`src/rtl/alu_ctrl_pkg.sv`:
```
// Shared encodings for the ALU control sequencer: ALUOp classes, Funct/opcode
// codes, control-word values and the sequencer state type.
package alu_ctrl_pkg;

  localparam logic [1:0] ALUOP_MEM = 2'b00;
  localparam logic [1:0] ALUOP_BR  = 2'b01;
  localparam logic [1:0] ALUOP_R   = 2'b10;
  localparam logic [1:0] ALUOP_I   = 2'b11;

  localparam logic [5:0] FUNCT_ADD = 6'd32;
  localparam logic [5:0] FUNCT_SUB = 6'd34;
  localparam logic [5:0] FUNCT_AND = 6'd36;
  localparam logic [5:0] FUNCT_OR  = 6'd37;
  localparam logic [5:0] FUNCT_SLT = 6'd42;
  localparam logic [5:0] FUNCT_MUL = 6'd24;
  localparam logic [5:0] FUNCT_DIV = 6'd26;

  localparam logic [5:0] OP_ADDI = 6'd4;
  localparam logic [5:0] OP_ORI  = 6'd5;
  localparam logic [5:0] OP_ANDI = 6'd6;
  localparam logic [5:0] OP_SLTI = 6'd7;

  localparam logic [3:0] CTRL_AND = 4'd0;
  localparam logic [3:0] CTRL_OR  = 4'd1;
  localparam logic [3:0] CTRL_ADD = 4'd2;
  localparam logic [3:0] CTRL_MUL = 4'd3;
  localparam logic [3:0] CTRL_DIV = 4'd4;
  localparam logic [3:0] CTRL_SUB = 4'd6;
  localparam logic [3:0] CTRL_SLT = 4'd7;
  // Sign-extended to the configured width so NOP stays all ones.
  localparam logic signed [3:0] CTRL_NOP = 4'hF;

  typedef enum logic [0:0] {
    ST_IDLE  = 1'b0,
    ST_MULTI = 1'b1
  } state_e;

endpackage

```
`src/rtl/alu_ctrl_seq_if.sv`:
```
// Request/response bundle between the control unit (master) and the ALU
// control sequencer (slave).
interface alu_ctrl_seq_if #(
  parameter int CTRL_W  = 4,
  parameter int FUNCT_W = 6,
  parameter int OP_W    = 6
);
  logic               InValid;
  logic               InReady;
  logic [1:0]         ALUOp;
  logic [FUNCT_W-1:0] Funct;
  logic [OP_W-1:0]    Opcode;
  logic               Flush;
  logic [CTRL_W-1:0]  ALUCtrl;
  logic               OutValid;
  logic               Busy;
  logic               IllegalOp;

  modport master (
    output InValid, ALUOp, Funct, Opcode, Flush,
    input  InReady, ALUCtrl, OutValid, Busy, IllegalOp
  );

  modport slave (
    input  InValid, ALUOp, Funct, Opcode, Flush,
    output InReady, ALUCtrl, OutValid, Busy, IllegalOp
  );
endinterface

```
`src/rtl/alu_ctrl_decode.sv`:
```
// Combinational decode of ALUOp/Funct/Opcode into the ALU control word plus
// multi-cycle and illegal-code classification.
module alu_ctrl_decode
  import alu_ctrl_pkg::*;
#(
  parameter int CTRL_W  = 4,
  parameter int FUNCT_W = 6,
  parameter int OP_W    = 6
) (
  input  logic [1:0]         aluop_i,
  input  logic [FUNCT_W-1:0] funct_i,
  input  logic [OP_W-1:0]    opcode_i,
  output logic [CTRL_W-1:0]  ctrl_o,
  output logic               is_multi_o,
  output logic               is_div_o,
  output logic               illegal_o
);

  localparam logic [CTRL_W-1:0] NOP_W = CTRL_W'(CTRL_NOP);

  // Decode table; anything not listed falls out as NOP with illegal set.
  always_comb begin
    ctrl_o     = NOP_W;
    is_multi_o = 1'b0;
    is_div_o   = 1'b0;
    illegal_o  = 1'b0;
    case (aluop_i)
      ALUOP_MEM: ctrl_o = CTRL_W'(CTRL_ADD);
      ALUOP_BR:  ctrl_o = CTRL_W'(CTRL_SUB);
      ALUOP_R: begin
        case (funct_i)
          FUNCT_W'(FUNCT_ADD): ctrl_o = CTRL_W'(CTRL_ADD);
          FUNCT_W'(FUNCT_SUB): ctrl_o = CTRL_W'(CTRL_SUB);
          FUNCT_W'(FUNCT_AND): ctrl_o = CTRL_W'(CTRL_AND);
          FUNCT_W'(FUNCT_OR):  ctrl_o = CTRL_W'(CTRL_OR);
          FUNCT_W'(FUNCT_SLT): ctrl_o = CTRL_W'(CTRL_SLT);
          FUNCT_W'(FUNCT_MUL): begin
            ctrl_o     = CTRL_W'(CTRL_MUL);
            is_multi_o = 1'b1;
          end
          FUNCT_W'(FUNCT_DIV): begin
            ctrl_o     = CTRL_W'(CTRL_DIV);
            is_multi_o = 1'b1;
            is_div_o   = 1'b1;
          end
          default: illegal_o = 1'b1;
        endcase
      end
      ALUOP_I: begin
        case (opcode_i)
          OP_W'(OP_ADDI): ctrl_o = CTRL_W'(CTRL_ADD);
          OP_W'(OP_ANDI): ctrl_o = CTRL_W'(CTRL_AND);
          OP_W'(OP_ORI):  ctrl_o = CTRL_W'(CTRL_OR);
          OP_W'(OP_SLTI): ctrl_o = CTRL_W'(CTRL_SLT);
          default:        illegal_o = 1'b1;
        endcase
      end
      default: illegal_o = 1'b1;
    endcase
  end

endmodule

```
`src/rtl/alu_ctrl_seq.sv`:
```
// Registered ALU control unit: decodes on accept and sequences MUL/DIV through
// a busy down-counter with a valid/ready handshake.
module alu_ctrl_seq
  import alu_ctrl_pkg::*;
#(
  parameter int CTRL_W     = 4,
  parameter int FUNCT_W    = 6,
  parameter int OP_W       = 6,
  parameter int MUL_CYCLES = 8,
  parameter int DIV_CYCLES = 16
) (
  input  logic          Clock,
  input  logic          Reset,
  alu_ctrl_seq_if.slave bus
);

  localparam int                CNT_W = $clog2(DIV_CYCLES);
  localparam logic [CTRL_W-1:0] NOP_W = CTRL_W'(CTRL_NOP);
  localparam logic [CNT_W-1:0]  MUL_LOAD = CNT_W'(MUL_CYCLES - 2);
  localparam logic [CNT_W-1:0]  DIV_LOAD = CNT_W'(DIV_CYCLES - 2);

  state_e            state_q, state_d;
  logic [CNT_W-1:0]  cnt_q, cnt_d;
  logic [CTRL_W-1:0] ctrl_q, ctrl_d;
  logic              out_valid_q, out_valid_d;
  logic              illegal_q, illegal_d;

  logic [CTRL_W-1:0] dec_ctrl_s;
  logic              dec_multi_s;
  logic              dec_div_s;
  logic              dec_illegal_s;
  logic              in_ready_s;
  logic              accept_s;

  alu_ctrl_decode #(
    .CTRL_W (CTRL_W),
    .FUNCT_W(FUNCT_W),
    .OP_W   (OP_W)
  ) u_decode (
    .aluop_i   (bus.ALUOp),
    .funct_i   (bus.Funct),
    .opcode_i  (bus.Opcode),
    .ctrl_o    (dec_ctrl_s),
    .is_multi_o(dec_multi_s),
    .is_div_o  (dec_div_s),
    .illegal_o (dec_illegal_s)
  );

  assign in_ready_s = (state_q == ST_IDLE) & ~bus.Flush;
  assign accept_s   = bus.InValid & in_ready_s;

  // Next-state, counter and output-register update; Flush overrides all.
  always_comb begin
    state_d     = state_q;
    cnt_d       = cnt_q;
    ctrl_d      = ctrl_q;
    out_valid_d = 1'b0;
    illegal_d   = 1'b0;
    if (bus.Flush) begin
      state_d = ST_IDLE;
      cnt_d   = '0;
      ctrl_d  = NOP_W;
    end else begin
      case (state_q)
        ST_IDLE: begin
          if (accept_s) begin
            ctrl_d = dec_ctrl_s;
            if (dec_multi_s) begin
              state_d = ST_MULTI;
              cnt_d   = dec_div_s ? DIV_LOAD : MUL_LOAD;
            end else begin
              out_valid_d = 1'b1;
              illegal_d   = dec_illegal_s;
            end
          end else begin
            state_d = ST_IDLE;
          end
        end
        ST_MULTI: begin
          if (cnt_q == '0) begin
            state_d     = ST_IDLE;
            out_valid_d = 1'b1;
          end else begin
            cnt_d = cnt_q - CNT_W'(1);
          end
        end
        default: begin
          state_d = ST_IDLE;
          cnt_d   = '0;
          ctrl_d  = NOP_W;
        end
      endcase
    end
  end

  // State and output registers.
  always_ff @(posedge Clock or posedge Reset) begin
    if (Reset) begin
      state_q     <= ST_IDLE;
      cnt_q       <= '0;
      ctrl_q      <= NOP_W;
      out_valid_q <= 1'b0;
      illegal_q   <= 1'b0;
    end else begin
      state_q     <= state_d;
      cnt_q       <= cnt_d;
      ctrl_q      <= ctrl_d;
      out_valid_q <= out_valid_d;
      illegal_q   <= illegal_d;
    end
  end

  assign bus.InReady   = in_ready_s;
  assign bus.ALUCtrl   = ctrl_q;
  assign bus.OutValid  = out_valid_q;
  assign bus.Busy      = (state_q == ST_MULTI);
  assign bus.IllegalOp = illegal_q;

endmodule

```
`src/flat_wrapper.sv`:
```
// flat-port wrapper written by rule: the top's interface ports become plain ports
module alu_ctrl_seq_flat import alu_ctrl_pkg::*;
#(
  parameter int CTRL_W     = 4,
  parameter int FUNCT_W    = 6,
  parameter int OP_W       = 6,
  parameter int MUL_CYCLES = 8,
  parameter int DIV_CYCLES = 16
)
  (Clock, Reset, bus_InValid, bus_ALUOp, bus_Funct, bus_Opcode, bus_Flush, bus_InReady, bus_ALUCtrl, bus_OutValid, bus_Busy, bus_IllegalOp);
  alu_ctrl_seq_if #(.CTRL_W(CTRL_W), .FUNCT_W(FUNCT_W), .OP_W(OP_W)) bus_i ();
  input  logic Clock;
  input  logic Reset;
  input wire logic [$bits(bus_i.InValid)-1:0] bus_InValid;
  input wire logic [$bits(bus_i.ALUOp)-1:0] bus_ALUOp;
  input wire logic [$bits(bus_i.Funct)-1:0] bus_Funct;
  input wire logic [$bits(bus_i.Opcode)-1:0] bus_Opcode;
  input wire logic [$bits(bus_i.Flush)-1:0] bus_Flush;
  output wire logic [$bits(bus_i.InReady)-1:0] bus_InReady;
  output wire logic [$bits(bus_i.ALUCtrl)-1:0] bus_ALUCtrl;
  output wire logic [$bits(bus_i.OutValid)-1:0] bus_OutValid;
  output wire logic [$bits(bus_i.Busy)-1:0] bus_Busy;
  output wire logic [$bits(bus_i.IllegalOp)-1:0] bus_IllegalOp;
  assign bus_i.InValid = bus_InValid;
  assign bus_i.ALUOp = bus_ALUOp;
  assign bus_i.Funct = bus_Funct;
  assign bus_i.Opcode = bus_Opcode;
  assign bus_i.Flush = bus_Flush;
  assign bus_InReady = bus_i.InReady;
  assign bus_ALUCtrl = bus_i.ALUCtrl;
  assign bus_OutValid = bus_i.OutValid;
  assign bus_Busy = bus_i.Busy;
  assign bus_IllegalOp = bus_i.IllegalOp;
  alu_ctrl_seq #(.CTRL_W(CTRL_W), .FUNCT_W(FUNCT_W), .OP_W(OP_W), .MUL_CYCLES(MUL_CYCLES), .DIV_CYCLES(DIV_CYCLES)) u_core (.Clock(Clock), .Reset(Reset), .bus(bus_i));
endmodule
```
`config.mk`:
```
export PLATFORM = sky130hd
export DESIGN_NAME = alu_ctrl_seq_flat
export DESIGN_NICKNAME = d
export VERILOG_FILES = /design/src/rtl/alu_ctrl_pkg.sv /design/src/rtl/alu_ctrl_seq_if.sv /design/src/rtl/alu_ctrl_decode.sv /design/src/rtl/alu_ctrl_seq.sv /design/src/flat_wrapper.sv
export SDC_FILE = /design/constraint.sdc
export NUM_CORES = 1
export LEC_CHECK = 0
export BUFFER_PORTS_ARGS = -buffer_cell sky130_fd_sc_hd__buf_4
export CAP_MARGIN = 20
export CORE_MARGIN = 2
export CORE_UTILIZATION = 51
export CTS_CLUSTER_DIAMETER = 60
export DETAILED_ROUTE_END_ITERATION = 7
export GPL_TIMING_DRIVEN = 0
export PLACE_DENSITY = 0.89
export RECOVER_POWER = 50
export SLEW_MARGIN = 20
export SYNTH_ARGS = -nofsm -noshare
export SYNTH_HDL_FRONTEND = slang
export SYNTH_SLANG_ARGS = --single-unit
```
`constraint.sdc`:
```
create_clock -name Clock -period 5.6 [get_ports Clock]
set_clock_uncertainty 0.15 [all_clocks]
set_input_delay 0.28 -clock Clock [delete_from_list [all_inputs] [get_ports Clock]]
set_output_delay 0.28 -clock Clock [all_outputs]
set_load 0.05 [all_outputs]
```
== Word-level counts from Yosys, hierarchy flattened ==
Cells that the tools add are included.

* Register bits after elaboration: 11
* Output and inout port bits: 8

* Bitwise logic cells: 4
* Reductions and logical operators: 8
* Multiplexer cells: 33
* Equality and inequality tests: 18
* Add/sub/neg operators: 1

{| class="wikitable"
|+ Operator list
! operator !! count
|-
| $mux 4 || 8
|-
| $pmux 4 s4 || 2
|-
| $eq 6x6->1 const B || 5
|-
| $pmux 4 s7 || 1
|-
| $eq 6x3->1 const B || 4
|-
| $mux 1 || 18
|-
| $eq 6x5->1 const B || 2
|-
| $pmux 4 s2 || 1
|-
| $reduce_or 7->1 || 1
|-
| $ne 3x2->1 const B || 2
|-
| $pmux 1 s2 || 3
|-
| $eq 2x2->1 const B || 2
|-
| $logic_not 4->1 || 1
|-
| $reduce_or 4->1 || 1
|-
| $sub 4x1->4 const B || 1
|-
| $ne 3x3->1 const B || 1
|-
| $reduce_and 3->1 || 1
|-
| $and 1x1->1 || 2
|-
| $eq 2x1->1 const B || 1
|-
| $logic_not 2->1 || 1
|-
| $ne 2x2->1 const B || 1
|-
| $not 1->1 || 2
|-
| $reduce_and 2->1 || 1
|-
| $reduce_bool 2->1 || 1
|-
| $reduce_or 2->1 || 1
|}

== Logic depth before layout (Yosys ltp) ==
* Depth in word-level cells: 8
* Depth in mapped cells: 5

== Cells and area by module ==
From an unflattened synthesis, not the netlist that was laid out.

* Cell total of the unflattened synthesis: 92
* Area total of the unflattened synthesis: 837.1 µm²

{| class="wikitable"
|+ By module, submodules not included
! module !! cells an instance !! seq. area each (µm²) !! instances !! area each (µm²)
|-
| alu_ctrl_seq || 54 || 280.3 || 1 || 585.6
|-
| alu_ctrl_decode || 38 || 0.0 || 1 || 251.5
|}

== Least setup slack after synthesis ==
Ideal clock, no wire load.

* Path type: flip-flop to flip-flop
* Start: register u_core.state_q, in the netlist u_core.bus.Busy
* End: register u_core.ctrl_q[2], in the netlist u_core.bus.ALUCtrl[2]
* Period minus slack after synthesis: 2122 ps
* Setup time: 86 ps
* Path slack: 3478 ps
* Cell stages (with the launch flop): 5
* Path buffers: 0
* Arrival time: 1886 ps
* Cell sequence: dfrtp_1 nor2_1 nand2_1 a21oi_1 a31oi_1

* Word-level cells in the longest chain between the ends: 5

{| class="wikitable"
|+ RTL lines
! item !! line !! text
|-
| from (decl) || alu_ctrl_seq.sv:22 || <nowiki>state_e state_q, state_d;</nowiki>
|-
| from (signal assigned) || alu_ctrl_seq.sv:105 || <nowiki>state_q <= state_d;</nowiki>
|-
| $not 1->1 || alu_ctrl_seq.sv:49 || <nowiki>assign in_ready_s = (state_q == ST_IDLE) & ~bus.Flush;</nowiki>
|-
| $and 1x1->1 || alu_ctrl_seq.sv:49 ||
|-
| net bus_InReady || flat_wrapper.sv:19 || <nowiki>output wire logic [$bits(bus_i.InReady)-1:0] bus_InReady;</nowiki>
|-
| $and 1x1->1 || alu_ctrl_seq.sv:50 || <nowiki>assign accept_s = bus.InValid & in_ready_s;</nowiki>
|-
| $reduce_bool 2->1 (no line) || n/a ||
|-
| $reduce_and 2->1 (no line) || n/a ||
|-
| to (signal assigned) || alu_ctrl_seq.sv:107 || <nowiki>ctrl_q <= ctrl_d;</nowiki>
|-
| to (decl) || alu_ctrl_seq.sv:24 || <nowiki>logic [CTRL_W-1:0] ctrl_q, ctrl_d;</nowiki>
|}

The timed path passes the listed nets, and every way through them passes these cells.
A chain may end at the register's enable or synchronous reset.

== Worst setup path after layout ==
* Start: register u_core.cnt_q[0]
* End: register u_core.cnt_q[1]

* Word-level cells in the longest chain between the ends: 4

{| class="wikitable"
|+ RTL lines
! item !! line !! text
|-
| from (decl) || alu_ctrl_seq.sv:23 || <nowiki>logic [CNT_W-1:0] cnt_q, cnt_d;</nowiki>
|-
| from (signal assigned) || alu_ctrl_seq.sv:106 || <nowiki>cnt_q <= cnt_d;</nowiki>
|-
| $sub 4x1->4 || alu_ctrl_seq.sv:84 || <nowiki>cnt_d = cnt_q - CNT_W'(1);</nowiki>
|-
| $mux 4 || alu_ctrl_seq.sv:80 || <nowiki>if (cnt_q == '0) begin</nowiki>
|-
| $pmux 4 s2 || alu_ctrl_seq.sv:64 || <nowiki>case (state_q)</nowiki>
|-
| $mux 4 || alu_ctrl_seq.sv:59 || <nowiki>if (bus.Flush) begin</nowiki>
|}

Several ways; a longest one is shown, not always the timed one. The select of a mux whose other input is x is not followed.

==> impl_metrics.ini <==
[outcome]
status = complete, no violations

[setup_path]
path_class = register to register
crit_end = u_core.cnt_q[1]$_DFFE_PP0P_
reg2reg_from = u_core.cnt_q[0]$_DFFE_PP0P_
ff2ff_path_depth = 5
cp-start-kind = register
rr_endpoint = u_core.cnt_q[1]$_DFFE_PP0P_
crit_path_start = u_core.cnt_q[0]$_DFFE_PP0P_
arrival_ns = 2.02
cp_slowest_stage_delay_ns = 0.41
crit_chain = inv_1 -> ha_1 -> or3b_1 -> a221o_1 -> mux2_1
rrSetupSlack_ns = 3.58
crit_required_ns = 5.60
crit_path_top_delay_cell = or3b_1
path_max_fanout = 3
endpoint_kind = register

[global_route]
grt_pass1_vias = 704
grt_pass1_wl_um = 2730
grt.overflow.total = 0
grt_start_max_net_pins = 12
antenna_found_initial = 0
track_usage_pct = 19.8

[synthesis]
synth_common_cells = nand2_1 (10), a21oi_1 (8), dfrtp_1 (7)
synth_top_flop_cell = dfrtp_1
syn_inst = 85
synth_top_area_share_pct = 23.9
yosysSeqAreaShare_pct = 38.2
async_reset_ff_share_pct = 100
synth_edf_count = 0
synth-seq-cells = 11
yosys_warnings = 0
netlist_area_um2 = 733
syn_area_per_cell_um2 = 8.63
synth_most_common_cell = nand2_1
synthDistinctLibCells = 33
synthTopCellsByArea = dfrtp_1 (24%), dfstp_2 (14%), a21oi_1 (5.5%)
synth_fp_nets = 104
synth.largest_area_cell = dfrtp_1

[cells_and_area]
n_antenna_cell = 0
syn2layout_area_growth_pct = 31.1
design_area_um2 = 961
nets = 134
drive_above_1_share_pct = 28.1

[routing]
vias = 738
drtAntennaViolNets = 0
wl_per_cell_um = 12.8
drt_iter0_drc = 15
post_drt_via_cell_ratio = 5.72
routed_wirelength_um = 1650
drt_first_pass_iters = 6
drc = 0

[clock_tree]
postCtsSetupRepairBufs = 0
cts-root-buf = clkbuf_4
cts_tree = built
clk_latency_ns = 0.27
cts_hold_buf = 1
clkTransAtPathRegs_ns = 0.07
cts_sinks = 11
clock_tree.htree_level_count = 1
cts_buffer_depth = 2
cts_resized = 0
cts_made_buffers = 3

[power_and_ir_drop]
seq_power_share_pct = 45.6
p_sw_uw = 56.2
combPwrFrac_pct = 26.1
pwr-share-clk_pct = 28.3
pwr_density_cell_mw_per_mm2 = 196
power.internal_uw = 132
swShare_pct = 29.9
leakage_uw = 0.000420
peakVddDrop_v = 0.0000983

[floorplanning]
die_y_um = 41.9
die_w_um = 41.9
rows = 13
die_area_mm2 = 0.00176
start_util_pct = 55.7
io-pin-count = 26
core_mm2 = 0.00132

[timing]
rsz0062_at_grt = false
min_period_over_period_pct = 36.0
hold_violations = 0
setup_viol = 0
drv_slew = 0
fin_crit_ns = 2.02
tns_ns = 0
tightest_slew_ns = 0.646
relSlewSlack_pct = 56.3
max_freq_ghz = 0.496

[job]
drv_cap = 0

[placement]
routabilityCongestion = 0.837
numPortBuffers = 24
dp_hpwl_um = 1350
place_area_um2 = 932

[min_path]
hold_path.class = input pin to register
[final cells by class]
cell class | instances | area [um2]
buffer | 2 | 7.51
clock buffer | 4 | 26.3
fill | 110 | 357
inverter | 5 | 18.8
multi-input combinational | 67 | 427
sequential | 11 | 280
tap | 15 | 18.8
timing repair buffer | 25 | 183
[cell usage in the layout (no fill, tap or decap), types with 2 or more instances in the layout]
cell type / n
buf_4: 20
nand2_1: 10
a21oi_1: 8
dfrtp_1: 7
clkbuf_1: 5
nor2_1: 5
inv_1: 5
clkbuf_4: 5
nor3_1: 4
nand3_1: 4
dfstp_2: 4
nand2b_1: 3
nor2b_1: 3
nor3b_1: 3
o22ai_1: 2
mux2_1: 2
o2111ai_1: 2
o211ai_1: 2
o21ai_0: 2
a31oi_1: 2
[worst min path at each step]
stage	start	end	slack [ns]	cells after the start
floorplan	Reset	u_core.bus.Busy$_DFF_PP0_	-0.02	1
global placement	Reset	u_core.cnt_q[2]$_DFFE_PP0P_	0.14	2
detailed placement	Reset	u_core.cnt_q[2]$_DFFE_PP0P_	0.15	2
CTS	bus_ALUOp[1]	u_core.bus.IllegalOp$_DFF_PP0_	0.16	2
global route	bus_ALUOp[1]	u_core.bus.IllegalOp$_DFF_PP0_	0.16	2
finish	bus_ALUOp[1]	u_core.bus.IllegalOp$_DFF_PP0_	0.16	2
[critical path: cells and delay by family (launching register included)]
family                   cells  cell delay (ns)
flip-flops                   1             0.38
AO/OA/AOI/OAI                1             0.36
multiplexers                 1             0.32
adder cells (fa/ha/maj)      1             0.19
AND/OR/NAND/NOR              1             0.41
buffers and inverters        1             0.10
[cell families (layout without fill, tap and decap cells)]
kind of cell,count (synthesis),in the layout,synth area share (%)
simple gates,38,38,29.4
compound gates,23,23,20.3
flops,11,11,38.2
buf+inv,7,36,3.58
mux,3,3,4.44
xor+xnor,2,2,2.39
fa+ha+maj,1,1,1.71
[power by group through the flow]
stage | combinational, uW | sequential, uW | clock [uW]
after CTS | 50.0 | 85.6 | 53.6
final | 49.1 | 85.6 | 53.2
after detailed placement | 49.3 | 87.0 | 0
after global placement | 47.8 | 86.8 | 0
after global routing | 53.2 | 85.9 | 58.7
after floorplan | 20.7 | 95.4 | 0
[stage by stage]
step                      total power, uW  worst slack [ns]  utilization [%]  instances  hold slack, ns
after floorplan                       116              3.48                -         85         -0.0204
after global placement                135              3.63             70.8        124           0.139
after detailed placement              136              3.58             70.8        124           0.149
after CTS                             189              3.57             73.5        129           0.163
after global routing                  198              3.49             72.9        129           0.163
final                                 188              3.58             72.9        129           0.161
[metal layers]
layer / part of all wire [%] / global-route usage (%)
met1: 44 / 23.9
met2: 50 / 35.3
met3: 5.1 / 1.30
met5: 0 / 0
met4: 1.0 / 9.68
[flip-flops by register name (all words and copies together), names as in the netlist]
register,count
u_core.bus.OutValid,1
u_core.bus.Busy,1
u_core.bus.IllegalOp,1
u_core.cnt_q,4
u_core.bus.ALUCtrl,4
(Power assumes the default switching activity.)
